===== src/rtl/lomo_frame_scheduler.sv =====
// rtl/lomo_frame_scheduler.sv - LOMO telemetry word fetch and serial MK/CLK/DAT scheduler
module lomo_frame_scheduler #(
  parameter int DIV   = 50,
  parameter int WORDS = 20,
  parameter int STRS  = 64
) (
  input  logic        clk,
  input  logic        reset,
  input  logic        enable,
  output logic        word_req,
  output logic [4:0]  word_idx,
  output logic [5:0]  str_num,
  output logic [8:0]  frm_num,
  input  logic        word_ack,
  input  logic [15:0] word_data,
  output logic        MK,
  output logic        CLK,
  output logic        DAT,
  output logic        busy,
  output logic        underflow,
  input  logic        clr_uf
);

  localparam int DW = (DIV > 1) ? $clog2(DIV) : 1;

  typedef enum logic [1:0] {IDLE, FETCH, SHIFT} state_t;

  state_t        state;
  logic [DW-1:0] div_cnt;
  logic          phase;     // 0: next tick raises CLK, 1: next tick lowers CLK
  logic [3:0]    bit_cnt;   // bits already completed in the current word
  logic [15:0]   shreg;
  logic          req_pend;  // issue the next request on the following cycle
  logic          buf_valid;
  logic [15:0]   buf_data;
  logic          buf_mk;
  logic          buf_w0;
  logic [5:0]    buf_str;
  logic [8:0]    buf_frm;

  logic [4:0]    nxt_idx;
  logic [5:0]    nxt_str;
  logic [8:0]    nxt_frm;
  logic          tick;
  logic          load_tick;
  logic          cur_first;
  logic          load_w0;

  // Counter values following the current request, with word/string/frame wrap
  always_comb begin
    nxt_idx = word_idx + 5'd1;
    nxt_str = str_num;
    nxt_frm = frm_num;
    if (word_idx == 5'(WORDS - 1)) begin
      nxt_idx = '0;
      nxt_str = str_num + 6'd1;
      if (str_num == 6'(STRS - 1)) begin
        nxt_str = '0;
        nxt_frm = frm_num + 9'd1;
      end
    end
  end

  assign tick      = (div_cnt == DW'(DIV - 1));
  assign load_tick = (state == SHIFT) && tick && phase && (bit_cnt == 4'd15);
  assign cur_first = (word_idx == 5'd0) && (str_num == 6'd0);
  // Word about to be loaded: the buffered one, or the still outstanding request
  assign load_w0   = buf_valid ? buf_w0 : (word_idx == 5'd0);

  // Scheduler state machine, fetch handshake, prefetch buffer and serializer
  always_ff @(posedge clk or negedge reset) begin
    if (!reset) begin
      state     <= IDLE;
      div_cnt   <= '0;
      phase     <= 1'b0;
      bit_cnt   <= 4'd0;
      shreg     <= 16'h0000;
      req_pend  <= 1'b0;
      buf_valid <= 1'b0;
      buf_data  <= 16'h0000;
      buf_mk    <= 1'b0;
      buf_w0    <= 1'b0;
      buf_str   <= 6'd0;
      buf_frm   <= 9'd0;
      word_req  <= 1'b0;
      word_idx  <= 5'd0;
      str_num   <= 6'd0;
      frm_num   <= 9'd0;
      MK        <= 1'b0;
      CLK       <= 1'b0;
      DAT       <= 1'b0;
      busy      <= 1'b0;
      underflow <= 1'b0;
    end else begin
      if (clr_uf) underflow <= 1'b0;
      case (state)
        IDLE: begin
          if (enable) begin
            state    <= FETCH;
            word_req <= 1'b1;
            busy     <= 1'b1;
          end
        end
        FETCH: begin
          if (word_req && word_ack) begin
            shreg    <= word_data;
            DAT      <= word_data[15];
            CLK      <= 1'b0;
            MK       <= cur_first;
            bit_cnt  <= 4'd0;
            phase    <= 1'b0;
            div_cnt  <= '0;
            word_req <= 1'b0;
            req_pend <= 1'b1;
            word_idx <= nxt_idx;
            str_num  <= nxt_str;
            frm_num  <= nxt_frm;
            state    <= SHIFT;
          end
        end
        SHIFT: begin
          div_cnt <= tick ? '0 : div_cnt + 1'b1;
          if (req_pend) begin
            word_req <= 1'b1;
            req_pend <= 1'b0;
          end else if (word_req && word_ack && !load_tick) begin
            buf_valid <= 1'b1;
            buf_data  <= word_data;
            buf_mk    <= cur_first;
            buf_w0    <= (word_idx == 5'd0);
            buf_str   <= str_num;
            buf_frm   <= frm_num;
            word_req  <= 1'b0;
            word_idx  <= nxt_idx;
            str_num   <= nxt_str;
            frm_num   <= nxt_frm;
          end
          if (tick) begin
            phase <= ~phase;
            if (!phase) begin
              CLK <= 1'b1;
            end else begin
              CLK <= 1'b0;
              MK  <= 1'b0;
              if (bit_cnt != 4'd15) begin
                bit_cnt <= bit_cnt + 4'd1;
                shreg   <= shreg << 1;
                DAT     <= shreg[14];
              end else if (!enable && load_w0) begin
                // Stop at a string boundary; the restart re-fetches this word 0
                state     <= IDLE;
                DAT       <= 1'b0;
                word_req  <= 1'b0;
                busy      <= 1'b0;
                req_pend  <= 1'b0;
                buf_valid <= 1'b0;
                phase     <= 1'b0;
                if (buf_valid) begin
                  word_idx <= 5'd0;
                  str_num  <= buf_str;
                  frm_num  <= buf_frm;
                end
              end else begin
                bit_cnt  <= 4'd0;
                req_pend <= 1'b1;
                if (buf_valid) begin
                  shreg     <= buf_data;
                  DAT       <= buf_data[15];
                  MK        <= buf_mk;
                  buf_valid <= 1'b0;
                end else begin
                  // Source missed the slot: send zeros and give up on that word
                  shreg     <= 16'h0000;
                  DAT       <= 1'b0;
                  MK        <= cur_first;
                  underflow <= 1'b1;
                  word_req  <= 1'b0;
                  word_idx  <= nxt_idx;
                  str_num   <= nxt_str;
                  frm_num   <= nxt_frm;
                end
              end
            end
          end
        end
        default: state <= IDLE;
      endcase
    end
  end

endmodule


===== config.mk =====
export PLATFORM = sky130hd
export DESIGN_NAME = lomo_frame_scheduler
export DESIGN_NICKNAME = d
export VERILOG_FILES = /design/src/rtl/lomo_frame_scheduler.sv
export SDC_FILE = /design/constraint.sdc
export NUM_CORES = 1
export LEC_CHECK = 0
export BUFFER_PORTS_ARGS = -buffer_cell sky130_fd_sc_hd__buf_2
export CORE_MARGIN = 4
export CORE_UTILIZATION = 58
export CTS_BUF_LIST = sky130_fd_sc_hd__clkbuf_16
export DETAILED_ROUTE_END_ITERATION = 8
export PLACE_DENSITY = 0.79
export SLEW_MARGIN = 20
export SYNTH_ARGS = -nofsm -noshare
export SYNTH_HDL_FRONTEND = slang
export SYNTH_SLANG_ARGS = --single-unit

===== constraint.sdc =====
create_clock -name clk -period 2.7 [get_ports clk]
set_input_delay 0.27 -clock clk [delete_from_list [all_inputs] [get_ports clk]]
set_output_delay 0.27 -clock clk [all_outputs]
set_load 0.02 [all_outputs]

==> impl_metrics.tcl <==
set metrics [dict create \
    post_cts_buffers 0 \
    cts_made_buffers 9 \
    worst_slew_pin_slew_ps 694.0 \
    fin_crit_ps 2479 \
    required_ps 2910 \
    p_leak_uw 0.002404 \
    drc_errors 0 \
    wl_per_cell_um 16.97 \
    grt_pass1_wl_mm 17.84 \
    syn_area_per_cell_um2 9.958 \
    nets 536 \
    slew_headroom_pct 53.73 \
    setup_tns_ps 0 \
    initial_core_util_pct 59.80 \
    viasPerCell 6.189 \
    ir_worst_vdd_v 0.0004729 \
    hold_slack_ps -6.372 \
    cp_num_buf_inv 1 \
    gp_congestion 0.8489 \
    cts_tree "built" \
    setup_viol 0 \
    core_um2 7727 \
    ant_nets 0 \
    dpl.hpwl_mm 7.082 \
    syn-cell-area_um2 4621 \
    skew_ps 4.296 \
    ys_types 61 \
    end_kind "flop" \
    synthFlopType "dfrtp_1" \
    grt.overflow.total 0 \
    critical_path.top_delay_family "simple AND/OR/NAND/NOR gates" \
    h-tree-depth 3 \
    maxSlewViolCount 0 \
    synthCells 464 \
    num_rows 32 \
    clock_latency_ps 330 \
    wl_mm 10.40 \
    grt_max_degree 54 \
    fmax_mhz 403.4 \
    async_reset_ff_share_pct 100.0 \
    status "finished, violations left" \
    dieHeight_um 97.26 \
    cts.sinks 88 \
    hold_buffers 0 \
    die_w_um 97.26 \
    grt_usage_pct 22.84 \
    cpMaxStageDelayCell "nor4b_1" \
    clk_pin_slew_worst_paths_ps 60 \
    antenna_found_initial 0 \
    critPathArrivalTime_ps 2690 \
    synth-seq-cells 88 \
    first_iter_violations 268 \
    clk_path_buf_depth 2 \
    vias 3794 \
    drive_gt1_share_pct 25.24 \
    syn_to_final_growth_pct 12.73 \
    start_kind "flop" \
    pin_count 47 \
    ys_warn_count 0 \
    ys_seq_area_share_pct 47.66 \
    cpPeakStageDelay_ps 480 \
    synth.net_count 493 \
    antenna_cells 0 \
    fp.dieArea_um2 9459 \
    setup.worst_path.class "flop to flop" \
    synth_edf_count 0 \
    rsz0062_at_grt "false" \
    timing_hold_violations_final 7 \
    dr.pass1.iters 5 \
    p_per_area_nw_per_um2 853.3 \
    crit_top_cell "nor4b_1" \
    layout_commonest_cell "dfrtp_1" \
    post_cts_resized 0 \
    ctsRootBufferMaster "clkbuf_16" \
    critical_path.cell_chain "inv_1 -> ha_1 -> nor4b_1 -> a21oi_1 -> a211oi_2 -> or2_1 -> nor4b_1 -> a211o_1" \
    first_global_vias 3736 \
    numPortBuffers 46 \
    failed_checks "negative hold slack" \
    path_max_fanout 10 \
    drv_cap 0 \
    hold_path_class "input pin to async pin" \
    layout_common_cells "88 x dfrtp_1, 56 x nand2_1, 45 x buf_2, 38 x mux2_2" \
    fin_crit_sh_pct 91.82 \
]
path summary, 6_finish.rpt:
path                             startpoint  cells after the start           end  slack, ps
worst max-delay path            word_idx[0]                      8   word_idx[2]        220
worst min-delay path                  reset                      1   word_idx[3]         -6
worst max register to register  word_idx[0]                      8   word_idx[2]        220
worst min register to register   buf_frm[3]                      2    frm_num[3]        490
max in group asynchronous             reset                      2  buf_data[11]       2060
min in group clk                     clr_uf                      2     underflow        120
synthesized netlist by cell type, drive strengths merged, types with 2 or more instances:
| cell | count | share of area (%) |
|---|---|---|
| dfrtp | 88 | 48 |
| nand2 | 57 | 4.8 |
| mux2 | 44 | 11 |
| o21ai | 37 | 4.2 |
| nor2 | 34 | 2.8 |
| nand3 | 32 | 3.5 |
| a31oi | 22 | 3.0 |
| a21oi | 15 | 1.7 |
| buf | 15 | 2.0 |
| inv | 15 | 1.2 |
| clkbuf | 12 | 1.0 |
| ha | 8 | 2.2 |
| nand4 | 8 | 1.2 |
| and3 | 6 | 0.81 |
| nor3 | 6 | 0.87 |
| o31ai | 6 | 0.97 |
| o311ai | 5 | 1.1 |
| a41oi | 4 | 0.76 |
| mux2i | 4 | 0.87 |
| a22o | 3 | 0.57 |
| a22oi | 3 | 0.49 |
| nor2b | 3 | 0.41 |
| o211ai | 3 | 0.49 |
| o22ai | 3 | 0.41 |
| a311oi | 2 | 0.38 |
| nand3b | 2 | 0.32 |
| nor3b | 2 | 0.32 |
| nor4b | 2 | 0.38 |
| o21a | 2 | 0.32 |
| or3 | 2 | 0.41 |
| xnor2 | 2 | 0.38 |
layout make-up:
type,count,area (µm²)
fill,604,2519
multi-input combinational,334,2226
timing repair buffer,59,342.8
clock inverter,6,28.78
inverter,15,56.30
clock buffer,9,225.2
tap,102,127.6
sequential,88,2202
stage by stage:
stage | setup slack, ps | instances | instance area, µm² | utilization [%] | total power (µW)
after floorplan | 500.1 | 464 | 4621 | - | 2978
after global placement | 412.0 | 598 | 4955 | 64.12 | 3286
after detailed placement | 304.7 | 598 | 4955 | 64.12 | 3366
after CTS | 270.9 | 613 | 5209 | 67.41 | 4462
after global routing | 45.34 | 613 | 5209 | 67.41 | 4726
final | 220.8 | 613 | 5209 | 67.41 | 4445
state kept, by name, summed over array words and instances (netlist names):
| signal | cells |
|---|---|
| word_req | 1 |
| buf_w0 | 1 |
| str_num | 6 |
| underflow | 1 |
| bit_cnt | 4 |
| busy | 1 |
| buf_frm | 9 |
| DAT | 1 |
| phase | 1 |
| MK | 1 |
| shreg | 15 |
| buf_str | 6 |
| buf_data | 16 |
| req_pend | 1 |
| frm_num | 9 |
| buf_valid | 1 |
| word_idx | 5 |
| div_cnt | 6 |
| buf_mk | 1 |
| state | 2 |
kinds of logic after synthesis:
| logic type | Yosys count | share of synthesized area [%] |
|---|---|---|
| compound gates | 112 | 15.76 |
| buf+inv | 42 | 4.224 |
| fa+ha+maj | 8 | 2.166 |
| mux | 48 | 12.08 |
| flops | 88 | 47.66 |
| xor+xnor | 3 | 0.5687 |
| simple gates | 163 | 17.55 |
where the power goes:
group | internal, µW | switching (µW)
combinational | 615 | 801
sequential | 1650 | 290
clock | 605 | 480
metal layers:
layer | track usage [%] | vias up | wire (µm)
li1 | - | 1773 | -
met1 | 30.04 | 1861 | 4464
met2 | 37.31 | 144 | 5098
met3 | 5.384 | 16 | 666
met4 | 7.774 | 0 | 173
met5 | 0 | - | 0
(Power assumes the default switching activity.)
